$ cat config.mk
export PLATFORM = sky130hd
export DESIGN_NAME = seg7_display_flat
export DESIGN_NICKNAME = d
export VERILOG_FILES = /design/src/rtl/seg7_display_pkg.sv /design/src/rtl/seg7_display_if.sv /design/src/rtl/seg7_display_gray2bin.sv /design/src/rtl/seg7_display.sv /design/src/flat_wrapper.sv
export SDC_FILE = /design/constraint.sdc
export NUM_CORES = 1
export LEC_CHECK = 0
export BUFFER_PORTS_ARGS = -buffer_cell sky130_fd_sc_hd__clkbuf_2
export CORE_AREA = 3 3 40 42
export DETAILED_ROUTE_END_ITERATION = 8
export DIE_AREA = 0 0 43 45
export PLACE_DENSITY = 0.68
export SYNTH_ARGS = -nofsm -noshare
export SYNTH_HDL_FRONTEND = slang
export SYNTH_SLANG_ARGS = --single-unit
$ cat constraint.sdc
create_clock -name clk -period 0.8 [get_ports clk]
set_input_delay 0 -clock clk [delete_from_list [all_inputs] [get_ports clk]]
set_output_delay 0 -clock clk [all_outputs]
set_load 0.005 [all_outputs]
$ cat src/rtl/seg7_display_pkg.sv
// Shared types and the hex-to-segment lookup for the 7-segment display slice.
// Segment bit order: bit0=a, bit1=b, bit2=c, bit3=d, bit4=e, bit5=f, bit6=g.
package display_pkg;

  typedef logic [6:0] seg_t;

  localparam seg_t SEG_OFF = 7'h00;
  localparam seg_t SEG_ALL = 7'h7F;

  // Active-high glyphs for 0..F (lower-case b and d keep them distinct from 8 and 0).
  localparam seg_t HEX_SEG [16] = '{
    7'h3F, 7'h06, 7'h5B, 7'h4F, 7'h66, 7'h6D, 7'h7D, 7'h07,
    7'h7F, 7'h6F, 7'h77, 7'h7C, 7'h39, 7'h5E, 7'h79, 7'h71
  };

  function automatic seg_t hex_to_seg(input logic [3:0] nibble);
    return HEX_SEG[nibble];
  endfunction

endpackage

$ cat src/rtl/seg7_display_if.sv
// Nibble-in / segments-out bundle between the conversion datapath and the display driver.
interface seg7_display_if;
  import display_pkg::*;

  logic [3:0] binary_code;
  logic       blank;
  logic       lamp_test;
  seg_t       display_code;

  modport master (output binary_code, output blank, output lamp_test, input display_code);
  modport slave  (input binary_code, input blank, input lamp_test, output display_code);

endinterface

$ cat src/rtl/seg7_display_gray2bin.sv
// 4-bit Gray-to-binary converter, purely combinational; used by seg7_display
// only when GRAY_INPUT_EN is defined.
module gray2bin (
  input  logic [3:0] gray,
  output logic [3:0] bin
);

  // Each binary bit is the XOR of all Gray bits at or above it.
  always_comb begin
    bin[3] = gray[3];
    bin[2] = bin[3] ^ gray[2];
    bin[1] = bin[2] ^ gray[1];
    bin[0] = bin[1] ^ gray[0];
  end

endmodule

$ cat src/rtl/seg7_display.sv
// Registered hex-to-7-segment decoder with blank / lamp-test override and
// selectable output polarity.
// Optional build macro: GRAY_INPUT_EN -- binary_code is Gray-coded and is
// converted to binary before the lookup (latency unchanged).
module seg7_display
  import display_pkg::*;
#(
  parameter bit SEG_ACTIVE_LOW = 1'b0
) (
  input  logic           clk,
  input  logic           rst_n,
  seg7_display_if.slave  bus
);

  // Polarity is a plain XOR mask so reset and run paths share one definition of "off".
  localparam seg_t POL_MASK = SEG_ACTIVE_LOW ? SEG_ALL : SEG_OFF;

  logic [3:0] nibble;
  seg_t       seg_next;
  seg_t       seg_q;

`ifdef GRAY_INPUT_EN
  gray2bin u_gray2bin (
    .gray (bus.binary_code),
    .bin  (nibble)
  );
`else
  assign nibble = bus.binary_code;
`endif

  // Priority mux (lamp_test > blank > glyph), then polarity, ahead of the register.
  always_comb begin
    // NOTE: assign a default first so every path writes seg_next and no latch is inferred.
    seg_next = hex_to_seg(nibble);
    if (bus.lamp_test) begin
      seg_next = SEG_ALL;
    end else if (bus.blank) begin
      seg_next = SEG_OFF;
    end
    seg_next = seg_next ^ POL_MASK;
  end

  // Output register: glitch-free pin drive; reset blanks the digit immediately.
  always_ff @(posedge clk or negedge rst_n) begin
    if (!rst_n) begin
      // NOTE: non-blocking assignment for state so all flops sample the same pre-edge values.
      seg_q <= SEG_OFF ^ POL_MASK;
    end else begin
      seg_q <= seg_next;
    end
  end

  assign bus.display_code = seg_q;

endmodule

$ cat src/flat_wrapper.sv
// flat-port wrapper written by rule: the top's interface ports become plain ports
module seg7_display_flat import display_pkg::*;
#(
  parameter bit SEG_ACTIVE_LOW = 1'b0
)
  (clk, rst_n, bus_binary_code, bus_blank, bus_lamp_test, bus_display_code);
  seg7_display_if bus_i ();
  input  logic clk;
  input  logic rst_n;
  input wire logic [$bits(bus_i.binary_code)-1:0] bus_binary_code;
  input wire logic [$bits(bus_i.blank)-1:0] bus_blank;
  input wire logic [$bits(bus_i.lamp_test)-1:0] bus_lamp_test;
  output wire logic [$bits(bus_i.display_code)-1:0] bus_display_code;
  assign bus_i.binary_code = bus_binary_code;
  assign bus_i.blank = bus_blank;
  assign bus_i.lamp_test = bus_lamp_test;
  assign bus_display_code = bus_i.display_code;
  seg7_display #(.SEG_ACTIVE_LOW(SEG_ACTIVE_LOW)) u_core (.clk(clk), .rst_n(rst_n), .bus(bus_i));
endmodule
==> results.py <==
metrics = {
    "setup_path": {
        "worst_path_max_delay_cell": "mux4_2",
        "cp-startpoint": "bus_binary_code[0]",
        "worstSetupPathType": "in2reg",
        "critPathLaunchType": "primary input",
        "worstPathRequired_ns": 0.97,
        "cp.buffers_inverters": 3,
        "worstPathArrival_ns": 1.00,
        "worstPathMaxFanout": 4,
        "critical_path.top_delay_family": "multiplexers",
        "crit_chain": "clkbuf_16, inv_12, ha_4, inv_2, mux4_2, o21bai_2",
        "worst_path_largest_cell_delay_ns": 0.45,
        "worstSetupEndpointType": "register",
    },
    "run_status": {
        "status": "finished, violations left",
        "violations": "negative setup slack",
    },
    "grt": {
        "grt_usage": 0.122,
        "grt_pass1_wl_mm": 1.78,
        "grt_max_degree": 9,
        "grt_pass1_vias": 409,
        "overflow": 0,
        "antenna_found_initial": 0,
    },
    "job": {
        "cap_viol_max_count": 0,
    },
    "pwr": {
        "power.leakage_nw": 0.345,
        "ir_worst_vdd_mv": 0.514,
        "power_density_nw_per_um2": 1300,
    },
    "synth": {
        "synth.distinct_cells": 26,
        "yosys-top-cells-area": "dfrtp_1 35%, ha_1 15%, mux2_2 4.5%, mux4_2 4.5%, a211oi_1 3.0%",
        "synthFlopType": "dfrtp_1",
        "netlist_instances": 48,
        "syn_area_um2": 495,
        "synth_nets": 62,
        "yosysSeqAreaShare": 0.354,
        "synth.largest_area_cell": "dfrtp_1",
        "avgSynthCellArea_um2": 10.3,
        "yosysMostFrequentCell": "dfrtp_1",
        "ys_async_sr_fraction": 1.00,
        "ys_ff_latch": 7,
        "synth_top_area_share": 0.354,
        "synth_common_cells": "7 x dfrtp_1, 6 x ha_1, 4 x inv_1",
        "yosysWarnings": 0,
        "synth_edf_count": 0,
    },
    "worst_hold_path": {
        "holdCritPathClass": "in2reg",
        "min-delay-start": "bus_lamp_test",
    },
    "routing": {
        "avgViaCountPerCell": 4.86,
        "final_antenna_net_count": 0,
        "drt_wl_total_mm": 1.05,
        "wl_per_cell_um": 12.1,
        "drt_first_pass_iters": 2,
        "drc": 0,
        "num_vias": 423,
        "drt_iter0_drc": 1,
    },
    "clock_tree": {
        "clock_path_buffers": 2,
        "cts_root_buf": "clkbuf_4",
        "post-cts-setup-buffers": 0,
        "cts_buffers": 3,
        "clk_pin_slew_ns": 0.05,
        "cts.htree.levels": 1,
        "cts_tree": "built",
        "clock_sinks": 7,
    },
    "sta": {
        "relSlewSlack": 0.841,
        "finalHoldViolations": 0,
        "worst_slew_pin_slew_ns": 0.238,
        "min_period_ns": 0.822,
        "rsz0062_at_grt": "yes",
        "slew_violations": 0,
        "setup_ws_ns": -0.0219,
        "max_clock_freq_mhz": 1220,
        "min_period_over_period": 1.03,
        "setup_viol": 1,
    },
    "placement": {
        "finalWeightedCongestion": 0.758,
        "place_hpwl_um": 815,
        "portBuffers": 14,
        "placed_area_um2": 654,
        "dp_slack_ns": -0.409,
    },
    "die": {
        "fp.dieW_um": 43,
        "io_pins": 15,
        "dieHeight_um": 45,
        "die-area_um2": 1940,
        "initial_core_util": 0.386,
        "row_count": 13,
        "design.core.area_um2": 1280,
    },
    "finish": {
        "largest_register_ffs": 7,
        "post-route-util": 0.582,
        "drive_gt1_frac": 0.542,
        "diodes": 0,
        "num-nets-final": 87,
        "syn2layout_area_growth_pct": 51.0,
        "fin_area_um2": 748,
    },
}
## final timing paths
| kind | end | depth (start not counted) |
|---|---|---|
| min in group asynchronous | u_core.bus.display_code[2] | 2 |
| max in group asynchronous | u_core.bus.display_code[0] | 2 |
| worst min-delay path | u_core.bus.display_code[1] | 2 |
| worst max-delay path | u_core.bus.display_code[3] | 6 |
## routing by layer
metal  share of wire  GRT usage  vias up
li1                -          -      214
met1            0.39      0.138      196
met2            0.54      0.222       13
met3           0.070     0.0279        0
met4               0     0.0542        0
met5               0          0        -
## through the flow
stage,hold slack [ns],setup TNS [ns],instances,total power [mW]
2_1_floorplan,-0.296,-0.238,48,0.529
4_1_cts,0.0259,-0.0202,87,0.982
3_3_place_gp,-0.162,-1.83,82,0.633
6_report,0.0372,-0.0219,87,0.976
5_1_grt,0.0534,-0.0678,87,1.05
3_5_place_dp,-0.158,-1.93,82,0.637
## logic make-up (layout without fill, tap and decap cells)
logic type / count (synthesis) / count (layout) / share of synthesized area
AO/OA/AOI/OAI: 13 / 13 / 0.197
adder cells (fa/ha/maj): 6 / 6 / 0.152
buffers and inverters: 7 / 31 / 0.0707
flip-flops: 7 / 7 / 0.354
multiplexers: 3 / 3 / 0.0909
AND/OR/NAND/NOR: 12 / 12 / 0.136
## area by class of cell
type / count / area [µm²]
inverter: 4 / 32.5
clock buffer: 4 / 26.3
tap: 15 / 18.8
sequential: 7 / 175
timing repair buffer: 23 / 180
fill: 112 / 537
multi-input combinational: 34 / 315
## report_power, final
part,switching [mW],internal (mW)
registers,0.00633,0.380
logic,0.123,0.155
clock network,0.121,0.190
total,0.250,0.725
## cells in the final DEF (no fill, tap or decap), types with 2 or more instances in the layout
master,n
a211oi_2,2
a31oi_1,2
buf_4,8
clkbuf_16,2
clkbuf_2,12
clkbuf_4,3
dfrtp_1,7
ha_1,3
ha_2,2
mux2_2,2
nor2_1,2
nor2b_1,2
nor3_1,2
o21bai_1,2
## timing repair
action | in CTS | in global routing
hold buffers | 1 | 0
cloned | 0 | 0
gates resized for setup | 7 | 4
hold endpoints to repair | 7 | 0
endpoints found under the setup margin | 4 | 3
pin swaps | 2 | 1
Power figures use the tool's default switching activity.
